`src/rtl/reset_seq_pkg.sv`:
```
// reset_seq_pkg: shared FSM state type and default timing constants for reset_sequencer
package reset_seq_pkg;
  typedef enum logic [1:0] {
    HOLD     = 2'd0,
    RUN      = 2'd1,
    ASSERTED = 2'd2
  } state_e;
  localparam int DEF_HOLD_CYCLES   = 8;
  localparam int DEF_FILTER_CYCLES = 3;
endpackage

```
`src/rtl/req_sync_filter.sv`:
```
// req_sync_filter: 2-flop synchronizer plus run-length filter for the external reset request
//   clk      in  : clock, all flops on posedge
//   reset    in  : synchronous active-high reset
//   rst_req  in  : asynchronous request level
//   req_filt out : request level accepted after FILTER_CYCLES consecutive agreeing samples
module req_sync_filter
  import reset_seq_pkg::*;
#(
  parameter int FILTER_CYCLES = DEF_FILTER_CYCLES
) (
  input  logic clk,
  input  logic reset,
  input  logic rst_req,
  output logic req_filt
);
  localparam int FW = $clog2(FILTER_CYCLES) + 1;
  logic sync1_q, sync1_d, sync2_q, sync2_d, filt_q, filt_d, flip, done;
  logic [FW-1:0] cnt_q, cnt_d;
  // cnt counts consecutive samples disagreeing with the filtered level; any agreeing sample restarts it
  always_comb begin
    sync1_d = rst_req;
    sync2_d = sync1_q;
    flip    = sync2_q != filt_q;
    done    = flip && (cnt_q == FW'(FILTER_CYCLES - 1));
    cnt_d   = (flip && !done) ? cnt_q + 1'b1 : '0;
    filt_d  = done ? sync2_q : filt_q;
  end
  always_ff @(posedge clk) begin
    if (reset) begin
      sync1_q <= 1'b0;
      sync2_q <= 1'b0;
      filt_q  <= 1'b0;
      cnt_q   <= '0;
    end else begin
      sync1_q <= sync1_d;
      sync2_q <= sync2_d;
      filt_q  <= filt_d;
      cnt_q   <= cnt_d;
    end
  end
  assign req_filt = filt_q;
endmodule

```
`src/rtl/reset_sequencer.sv`:
```
// reset_sequencer: filters an external reset request and sequences a held, registered downstream reset
//   clk        in  : clock, all flops on posedge
//   reset      in  : synchronous active-high reset, overrides everything
//   rst_req    in  : asynchronous reset request level
//   rst_out    out : registered downstream reset, high unless in RUN
//   asrt_pulse out : one cycle on RUN->ASSERTED
//   rel_pulse  out : one cycle on HOLD->RUN
//   evt_cnt    out : saturating count of assertions when RST_SEQ_EVT_CNT_EN is defined, else 0
module reset_sequencer
  import reset_seq_pkg::*;
#(
  parameter int HOLD_CYCLES   = DEF_HOLD_CYCLES,
  parameter int FILTER_CYCLES = DEF_FILTER_CYCLES
) (
  input  logic       clk,
  input  logic       reset,
  input  logic       rst_req,
  output logic       rst_out,
  output logic       asrt_pulse,
  output logic       rel_pulse,
  output logic [7:0] evt_cnt
);
  localparam int HW = $clog2(HOLD_CYCLES) + 1;
  state_e state_q, state_d;
  logic [HW-1:0] hold_cnt_q, hold_cnt_d;
  logic rst_out_q, rst_out_d, asrt_q, asrt_d, rel_q, rel_d, req_filt;
  req_sync_filter #(.FILTER_CYCLES(FILTER_CYCLES)) u_filt (
    .clk      (clk),
    .reset    (reset),
    .rst_req  (rst_req),
    .req_filt (req_filt)
  );
  // hold_cnt only advances in HOLD and leaves at HOLD_CYCLES-1, so it never wraps;
  // every other state parks it at 0 so a re-entered HOLD always runs the full count
  always_comb begin
    state_d    = state_q;
    hold_cnt_d = '0;
    case (state_q)
      HOLD: begin
        if (req_filt) state_d = ASSERTED;
        else if (hold_cnt_q == HW'(HOLD_CYCLES - 1)) state_d = RUN;
        else hold_cnt_d = hold_cnt_q + 1'b1;
      end
      RUN:      state_d = req_filt ? ASSERTED : RUN;
      ASSERTED: state_d = req_filt ? ASSERTED : HOLD;
      default:  state_d = HOLD;
    endcase
    // outputs are decoded from the next state so they switch on the same edge as the state
    rst_out_d = state_d != RUN;
    asrt_d    = (state_q == RUN) && (state_d == ASSERTED);
    rel_d     = (state_q == HOLD) && (state_d == RUN);
  end
  always_ff @(posedge clk) begin
    if (reset) begin
      state_q    <= HOLD;
      hold_cnt_q <= '0;
      rst_out_q  <= 1'b1;
      asrt_q     <= 1'b0;
      rel_q      <= 1'b0;
    end else begin
      state_q    <= state_d;
      hold_cnt_q <= hold_cnt_d;
      rst_out_q  <= rst_out_d;
      asrt_q     <= asrt_d;
      rel_q      <= rel_d;
    end
  end
  assign rst_out    = rst_out_q;
  assign asrt_pulse = asrt_q;
  assign rel_pulse  = rel_q;
`ifdef RST_SEQ_EVT_CNT_EN
  logic [7:0] evt_cnt_q, evt_cnt_d;
  always_comb evt_cnt_d = (asrt_d && evt_cnt_q != 8'hff) ? evt_cnt_q + 8'd1 : evt_cnt_q;
  always_ff @(posedge clk) begin
    if (reset) evt_cnt_q <= '0;
    else evt_cnt_q <= evt_cnt_d;
  end
  assign evt_cnt = evt_cnt_q;
`else
  assign evt_cnt = '0;
`endif
endmodule

```
`config.mk`:
```
export PLATFORM = sky130hd
export DESIGN_NAME = reset_sequencer
export DESIGN_NICKNAME = d
export VERILOG_FILES = /design/src/rtl/reset_seq_pkg.sv /design/src/rtl/req_sync_filter.sv /design/src/rtl/reset_sequencer.sv
export SDC_FILE = /design/constraint.sdc
export NUM_CORES = 1
export LEC_CHECK = 0
export BUFFER_PORTS_ARGS = -buffer_cell sky130_fd_sc_hd__clkbuf_2
export CAP_MARGIN = 25
export CORE_UTILIZATION = 43
export CTS_CLUSTER_DIAMETER = 120
export DETAILED_ROUTE_END_ITERATION = 6
export PLACE_DENSITY = 0.77
export SLEW_MARGIN = 40
export SYNTH_ARGS = -nofsm -noshare
export SYNTH_HDL_FRONTEND = slang
export SYNTH_SLANG_ARGS = --single-unit
```
`constraint.sdc`:
```
create_clock -name clk -period 3.2 [get_ports clk]
set_input_delay 0.16 -clock clk [delete_from_list [all_inputs] [get_ports clk]]
set_output_delay 0.16 -clock clk [all_outputs]
set_load 0.05 [all_outputs]
```
==> flow_metrics.py <==
metrics = {
    "route": {
        "wl_per_cell_microns": 8.318,
        "vias": 361,
        "drt_wl_total_microns": 707,
        "drc": 0,
        "vias_per_cell": 4.247,
        "first_pass_iters": 2,
        "postRouteAntennaNets": 0,
        "dr.first_iter.drc_count": 2,
    },
    "global_route": {
        "antenna_found_initial": 0,
        "grt_pass1_vias": 291,
        "track_usage_pct": 11.86,
        "overflow": 0,
        "grt_max_degree": 9,
        "grt_pass1_wl_mm": 1.131,
    },
    "sta": {
        "fmax_ghz": 0.7432,
        "period_needed_ns": 1.346,
        "setup_viol": 0,
        "hold_viol": 0,
        "fin_crit_sh_pct": 42.05,
        "skew_ns": 0.003141,
        "tns_ns": 0,
        "rsz0062_at_grt": "no",
        "slew_viol_final": 0,
    },
    "power_and_ir_drop": {
        "intPower_mw": 0.2481,
        "leakagePower_nw": 0.2989,
        "p_comb_share_pct": 10.8,
        "seq_power_share_pct": 59.3,
        "clkPwrFrac_pct": 29.8,
        "switching_share_pct": 24.81,
        "pwr_density_cell_nw_per_um2": 517.2,
        "switchingPower_mw": 0.08189,
        "peakVddDrop_v": 0.0003463,
    },
    "final_layout": {
        "nets": 77,
        "layout_commonest_cell": "dfxtp_1",
        "antenna_cells": 0,
        "fin_cells": 85,
        "final_cell_mix": "dfxtp_1 (15), conb_1 (8), nor2_1 (7)",
        "layout-drive-gt1-share_pct": 18.57,
        "syn_to_final_growth_pct": 6.029,
    },
    "synthesis": {
        "synth_area_leaders": "dfxtp_1 (50%), buf_4 (10%), ha_1 (6.2%), nor2_1 (4.4%), xor2_1 (2.9%)",
        "synth-edff-count": 0,
        "synthArstFlopShare_pct": 0,
        "synth-seq-cells": 15,
        "syn_inst": 62,
        "ys.flop_type": "dfxtp_1",
        "postSynthAreaPerCell_sq_um": 9.707,
        "synth_area_sq_um": 601.8,
        "ys_warn_count": 0,
        "yosys.area.top_type_share_pct": 49.90,
        "synth-seq-area-share_pct": 49.90,
        "synth_cell_types": 23,
        "synth_top_cell_by_area": "dfxtp_1",
    },
    "clock_tree": {
        "clockBufferDepth": 2,
        "ctsResizeCount": 0,
        "clk_pin_slew_ns": 0.08,
        "cts_hold_buffers": 0,
        "post_cts_buffers": 0,
        "tritoncts": "built",
        "cts_root_buffer": "clkbuf_4",
        "htreeDepth": 1,
        "numCtsBuffers": 3,
        "clock_latency_ns": 0.27,
        "clock_sinks": 15,
    },
    "placement": {
        "place.gp.congestion": 0.7468,
        "dpl.cell_count": 81,
        "dp_hpwl_microns": 558,
        "io_buffers": 5,
    },
    "setup_path": {
        "path_cells": "or4_4 -> or2_4 -> nor2_2",
        "critPathKind": "flop to flop",
        "cp_data_required_time_ns": 3.41,
        "cp-start-kind": "flop",
        "worst_ep_arrival_time_ns": 1.56,
        "crit_buf_inv": 0,
        "crit_slowest_cell": "or4_4",
        "cp_top_family": "simple AND/OR/NAND/NOR gates",
        "slowest_delay_ns": 0.55,
        "cp_max_fo": 6,
        "critPathCaptureType": "flop",
    },
    "floorplanning": {
        "die_h_microns": 39.41,
        "io_pins": 14,
        "die_x_microns": 39.41,
        "core_sq_um": 1301,
        "start_util_pct": 46.25,
        "die-area_sq_um": 1553,
        "row_count": 13,
    },
    "run_status": {
        "status": "finished clean",
    },
    "run": {
        "maxCapViolCount": 0,
    },
    "worst_hold_path": {
        "hold_path_class": "primary input to flop",
    },
}
## power by group through the flow
stage          registers, mW  logic (mW)  clock network, mW
6_report               0.196      0.0358             0.0985
3_5_place_dp           0.200      0.0358                  0
2_1_floorplan          0.200      0.0391                  0
3_3_place_gp           0.200      0.0353                  0
4_1_cts                0.196      0.0360              0.104
5_1_grt                0.196      0.0388              0.116
## path summary, 6_finish.rpt
check / end / startpoint / slack (ns) / depth (start not counted)
worst max register to register: hold_cnt_q[3]$_SDFF_PP0_ / u_filt.req_filt$_SDFFE_PP0P_ / 1.85 / 3
worst min-delay path: u_filt.sync1_q$_SDFF_PP0_ / rst_req / 0.10 / 2
worst max-delay path: hold_cnt_q[3]$_SDFF_PP0_ / u_filt.req_filt$_SDFFE_PP0P_ / 1.85 / 3
worst min register to register: u_filt.sync2_q$_SDFF_PP0_ / u_filt.sync1_q$_SDFF_PP0_ / 0.44 / 1
## flip-flops by register name, summed over array words and instances (netlist names)
signal and flops:
u_filt.sync1_q 1, rel_pulse 1, rst_out 1, u_filt.req_filt 1, state_q 2, asrt_pulse 1, hold_cnt_q 4, u_filt.cnt_q 3
u_filt.sync2_q 1
## synth_stat cells, types with 2 or more instances
cell,count
dfxtp_1,15
buf_4,8
nor2_1,7
inv_1,4
nand2_1,4
ha_1,3
nand3_1,2
nor2b_1,2
nor3_1,2
xor2_1,2
## area by class of cell
cell class	count	area (sq um)
Sequential cell	15	300.3
Fill cell	134	663.1
Multi-Input combinational cell	42	252.7
Inverter	4	15.01
Tap cell	15	18.77
Clock buffer	4	26.28
Timing Repair Buffer	5	25.02
## logic make-up after synthesis
group	after synthesis	synth area share (%)
xor gates and xnor gates	3	4.367
other	1	0.6231
DFF	15	49.90
adders and majority gates	3	6.238
buffers and inverters	12	12.47
muxes	1	1.663
AOI/OAI and AO/OA	2	1.662
and+or+nand+nor	25	23.08
## per-stage QoR
| step | area, sq um | utilization, % | hold slack (ns) | power (mW) | worst slack (ns) |
|---|---|---|---|---|---|
| 2_1_floorplan | 628.1 | - | 0.2291 | 0.2388 | 1.919 |
| 3_3_place_gp | 611.8 | 47.02 | 0.3701 | 0.2352 | 1.901 |
| 3_5_place_dp | 611.8 | 47.02 | 0.3799 | 0.2357 | 1.861 |
| 4_1_cts | 638.1 | 49.04 | 0.09678 | 0.3353 | 1.836 |
| 5_1_grt | 638.1 | 49.04 | 0.09433 | 0.3509 | 1.802 |
| 6_report | 638.1 | 49.04 | 0.1035 | 0.3300 | 1.854 |
## per-layer routing
layer | vias to the layer above | GRT usage [%] | routed length (microns)
met5 | - | 0 | 0
met4 | 0 | 5.172 | 0
met3 | 0 | 8.523 | 47
met2 | 16 | 16.80 | 346
met1 | 150 | 13.24 | 314
li1 | 195 | - | -
Note: power is estimated with default switching activity, not from simulation.
